### config.mk
export PLATFORM = sky130hd
export DESIGN_NAME = branch_redirect_ctrl
export DESIGN_NICKNAME = d
export VERILOG_FILES = /design/src/rtl/riscv_ctrl_pkg.sv /design/src/rtl/load_use_detect.sv /design/src/rtl/branch_redirect_ctrl.sv
export SDC_FILE = /design/constraint.sdc
export NUM_CORES = 1
export LEC_CHECK = 0
export ABC_AREA = 1
export BUFFER_PORTS_ARGS = -buffer_cell sky130_fd_sc_hd__buf_2
export CORE_AREA = 2 2 70 72
export CTS_BUF_LIST = sky130_fd_sc_hd__clkbuf_16
export CTS_CLUSTER_SIZE = 14
export DETAILED_ROUTE_END_ITERATION = 10
export DIE_AREA = 0 0 72 74
export GPL_ROUTABILITY_DRIVEN = 0
export HOLD_SLACK_MARGIN = 0.1
export PLACE_DENSITY = 0.78
export SYNTH_ARGS = -nofsm -noshare
export SYNTH_HDL_FRONTEND = slang
export SYNTH_SLANG_ARGS = --single-unit
### constraint.sdc
create_clock -name clk -period 1.6 [get_ports clk]
set_clock_uncertainty 0.15 [all_clocks]
set_input_delay 0.32 -clock clk [delete_from_list [all_inputs] [get_ports clk]]
set_output_delay 0.32 -clock clk [all_outputs]
set_load 0.01 [all_outputs]
### src/rtl/riscv_ctrl_pkg.sv
// riscv_ctrl_pkg: branch funct3 codes, redirect FSM states and the branch condition helper shared with decode
package riscv_ctrl_pkg;
  localparam logic [2:0] BR_BEQ  = 3'b000;
  localparam logic [2:0] BR_BNE  = 3'b001;
  localparam logic [2:0] BR_BLT  = 3'b100;
  localparam logic [2:0] BR_BGE  = 3'b101;
  localparam logic [2:0] BR_BLTU = 3'b110;
  localparam logic [2:0] BR_BGEU = 3'b111;
  typedef enum logic {RUN, PEND} state_t;
  function automatic logic br_cond(input logic [2:0] f3, input logic cf, input logic zf, input logic sf);
    return f3 == BR_BEQ  ? zf  :
           f3 == BR_BNE  ? !zf :
           f3 == BR_BLT  ? sf  :
           f3 == BR_BGE  ? !sf :
           f3 == BR_BLTU ? !cf :
           f3 == BR_BGEU ? cf  : 1'b0;
  endfunction
endpackage

### src/rtl/load_use_detect.sv
// load_use_detect: flags a load in EX whose nonzero rd feeds an ID source (ports: ex_valid, ex_mem_read, ex_rd, id_rs1, id_rs2 in; lu out)
module load_use_detect (
  input  logic       ex_valid,
  input  logic       ex_mem_read,
  input  logic [4:0] ex_rd,
  input  logic [4:0] id_rs1,
  input  logic [4:0] id_rs2,
  output logic       lu
);
  assign lu = ex_valid && ex_mem_read && ex_rd != 5'd0 && (ex_rd == id_rs1 || ex_rd == id_rs2);
endmodule

### src/rtl/branch_redirect_ctrl.sv
// branch_redirect_ctrl: EX-stage redirect/load-use control; inputs ex_* branch info, id_rs*, imem_ready; outputs pc_sel/pc_target/pc_stall, IF/ID and ID/EX flush/stall, redir_pending, stat_* counters when BRANCH_STATS_EN is defined
module branch_redirect_ctrl
  import riscv_ctrl_pkg::*;
#(
  parameter int XLEN  = 32,
  parameter int CNT_W = 16
) (
  input  logic            clk,
  input  logic            rst_n,
  input  logic            ex_valid,
  input  logic            ex_branch,
  input  logic            ex_jump,
  input  logic [2:0]      ex_funct3,
  input  logic            ex_cf,
  input  logic            ex_zf,
  input  logic            ex_sf,
  input  logic [XLEN-1:0] ex_target,
  input  logic            ex_mem_read,
  input  logic [4:0]      ex_rd,
  input  logic [4:0]      id_rs1,
  input  logic [4:0]      id_rs2,
  input  logic            imem_ready,
  output logic            pc_sel,
  output logic [XLEN-1:0] pc_target,
  output logic            pc_stall,
  output logic            if_id_stall,
  output logic            if_id_flush,
  output logic            id_ex_flush,
`ifdef BRANCH_STATS_EN
  output logic [CNT_W-1:0] stat_branches,
  output logic [CNT_W-1:0] stat_taken,
  output logic [CNT_W-1:0] stat_stalls,
`endif
  output logic            redir_pending
);
  state_t            r_state, w_next;
  logic [XLEN-1:0]   r_redir_q;
  logic              w_take, w_lu, w_run;
  assign w_take = ex_valid && (ex_jump || (ex_branch && br_cond(ex_funct3, ex_cf, ex_zf, ex_sf)));
  assign w_run  = r_state == RUN;
  load_use_detect u_lu (
    .ex_valid   (ex_valid),
    .ex_mem_read(ex_mem_read),
    .ex_rd      (ex_rd),
    .id_rs1     (id_rs1),
    .id_rs2     (id_rs2),
    .lu         (w_lu)
  );
  always_comb begin
    w_next      = r_state;
    pc_sel      = 1'b0;
    pc_target   = ex_target;
    pc_stall    = 1'b0;
    if_id_stall = 1'b0;
    if_id_flush = 1'b0;
    id_ex_flush = 1'b0;
    if (!w_run) begin
      pc_target   = r_redir_q;
      if_id_flush = 1'b1;
      id_ex_flush = 1'b1;
      pc_sel      = imem_ready;
      w_next      = imem_ready ? RUN : PEND;
    end else if (w_take) begin
      if_id_flush = 1'b1;
      id_ex_flush = 1'b1;
      pc_sel      = imem_ready;
      w_next      = imem_ready ? RUN : PEND;
    end else if (w_lu) begin
      pc_stall    = 1'b1;
      if_id_stall = 1'b1;
      id_ex_flush = 1'b1;
    end
  end
  assign redir_pending = !w_run;
  always_ff @(posedge clk or negedge rst_n) begin
    if (!rst_n) begin
      r_state   <= RUN;
      r_redir_q <= '0;
    end else begin
      r_state <= w_next;
      if (w_run && w_take && !imem_ready) r_redir_q <= ex_target;
    end
  end
`ifdef BRANCH_STATS_EN
  logic [CNT_W-1:0] r_br, r_tk, r_st;
  always_ff @(posedge clk or negedge rst_n) begin
    if (!rst_n) begin
      r_br <= '0;
      r_tk <= '0;
      r_st <= '0;
    end else begin
      if (w_run && ex_valid && ex_branch && !(&r_br)) r_br <= r_br + 1'b1;
      if (w_run && w_take && !(&r_tk)) r_tk <= r_tk + 1'b1;
      if (w_run && !w_take && w_lu && !(&r_st)) r_st <= r_st + 1'b1;
    end
  end
  assign stat_branches = r_br;
  assign stat_taken    = r_tk;
  assign stat_stalls   = r_st;
`endif
endmodule

==> out/qor.csv <==
metric,value,unit
drc_errors,0,
avgSynthCellArea,6.85,sq um
critical_path.slowest_cell,dfrtp_2,
cts.sinks,33,
antenna_cells,0,
grt_overflow,0,
track_usage,0.241,
path_cells,clkinv_4 > buf_12 > nand2_8 > nor2_4 > buf_6,
grt_max_degree,23,
synth_area,2030,sq um
yosysUniqueCellTypes,21,
fin_cells,455,
clock_path_buffers,2,
postLayoutCoreUtil,0.667,
cts-buffers-inserted,5,
startpoint_type,flip-flop,
num_vias,2331,
clk_latency,270,ps
worst_slew_pin_slew,375,ps
rsz0062_at_grt,true,
ys_async_sr_fraction,1.00,
dpl.hpwl,4.01,mm
netlist_top_cells_area,"dfrtp_1, nand2_1, nand4_1, xnor2_1, xor2_1",
synth_top_cells_by_count,"nand2_1, nand4_1, dfrtp_1",
synth_top_area_share,0.407,
cts_tree,built,
grt_pass1_wl,9.96,mm
r2r_setup_slack,120,ps
worstHoldStart,ex_target[16],
crit_type,flip-flop to output port,
drtIter0Drc,98,
power.leakage,0.00175,uW
ys_seq_area_frac,0.407,
die_y,74,um
totalWireLength,6.07,mm
yosys_warnings,0,
synth.most_common_cell,nand2_1,
die_w,72,um
synth.largest_area_cell,dfrtp_1,
critical_path.startpoint,redir_pending,
cts_root_buf,clkbuf_16,
rows,25,
maxCapViolCount,0,
violations,setup timing,
hp-class,input pin to flip-flop,
report.final.hold_viol_count,0,
required,1130,ps
fill_cells,402,
clk_pin_slew,50,ps
drtPass1Iterations,4,
wl_per_cell,13.3,um
fin_ws,-134,ps
crit_fanout,5,
min_period,1730,ps
cp_num_buf_inv,3,
synth_edf_count,0,
relSlewSlack,0.750,
die_area,5330,sq um
synth_fp_nets,356,
antenna_found_initial,0,
max_freq,577,MHz
layout.nets,460,
finalMaxSlewViolations,0,
max_stage_delay,430,ps
start_util,0.441,
status,finished with violations,
ys.flop_type,dfrtp_1,
synth-seq-cells,33,
drive_gt1_frac,0.384,
syn_to_final_growth,51.3,%
grt_pass1_vias,2229,
placedCellCount,442,
total_power,2960,uW
fin_hold_ws,152,ps
core,4600,sq um
timing.rr.start,redir_pending,
cp.arrival,1260,ps
cp-end-kind,output port,
irDropWorstVdd,0.621,mV
cts.htree.levels,2,
synthCells,296,
timing.setup.tns,-3230,ps
finalCritPeriodShare,1.08,
power_density,967,nW/um^2
crit_family,flip-flops,
vias_per_cell,5.12,
ant_nets,0,
port_buffers,97,
setup_violations,37,
ioPinCount,98,
==> layout make-up <==
cell class	count	area, sq um	area share
Tap cell	54	67.6	0.0220
Sequential cell	33	827	0.270
Clock buffer	5	125	0.0408
Inverter	9	38.8	0.0126
Clock inverter	3	12.5	0.00408
Timing Repair Buffer	118	838	0.273
Multi-Input combinational cell	233	1160	0.377
==> per-layer routing <==
layer / track usage / up-vias / wire length [um]
li1: - / 1157 / -
met1: 0.280 / 1097 / 2470
met2: 0.435 / 64 / 3260
met3: 0.0515 / 13 / 241
met4: 0.0964 / 0 / 95
met5: 0 / - / 0
==> cell families after synthesis <==
| logic type | after synthesis | share of synthesized area |
|---|---|---|
| AO/OA/AOI/OAI | 3 | 0.00864 |
| AND/OR/NAND/NOR | 220 | 0.467 |
| buffers and inverters | 30 | 0.0741 |
| XOR/XNOR | 10 | 0.0432 |
| flip-flops | 33 | 0.407 |
==> worst register-to-register path: cells and delay by family (launching register included) <==
family,cells,cell delay [ps]
flops,1,430
simple gates,4,400
buf+inv,2,370
==> power by group <==
group          total (uW)  internal [uW]  switching, uW
logic                 948            430            519
clock network         891            561            329
registers            1130           1020            104
total                2960           2010            952
==> sequential cells by signal, indices dropped and copies added (netlist names) <==
name	count
redir_pending	1
r_redir_q	32
==> timing repair <==
action | CTS | global route
cloned | 3 | 0
setup buffers | 1 | 1
pin swaps | 9 | 10
endpoints found under the hold margin | 14 | 0
gates resized for setup | 22 | 32
setup endpoints to repair | 37 | 56
hold buffers | 1 | 0
==> layout by cell type (no fill, tap or decap), drive strengths merged <==
master	instances
buf	117
o21ai	2
nand3	7
xor2	5
clkinv	4
dfrtp	33
nand2	173
dlygate4sd3	1
a21boi	1
nor2	5
xnor2	5
nand4	34
nor3	1
clkbuf	5
inv	8
==> path summary, 6_finish.rpt <==
kind,cells after the start,to
max,5,if_id_stall
min,3,r_redir_q[16]
max reg2reg,6,r_redir_q[22]
min reg2reg,2,r_redir_q[23]
max in group asynchronous,3,r_redir_q[7]
min in group asynchronous,2,r_redir_q[26]
==> stage by stage <==
stage / cell area [sq um] / setup WS (ps)
after floorplan: 2050 / -14.2
after global placement: 2640 / -112
after detailed placement: 2640 / -123
after CTS: 2940 / -120
after global routing: 3070 / -169
final: 3070 / -134
Power figures use the tool's default switching activity.
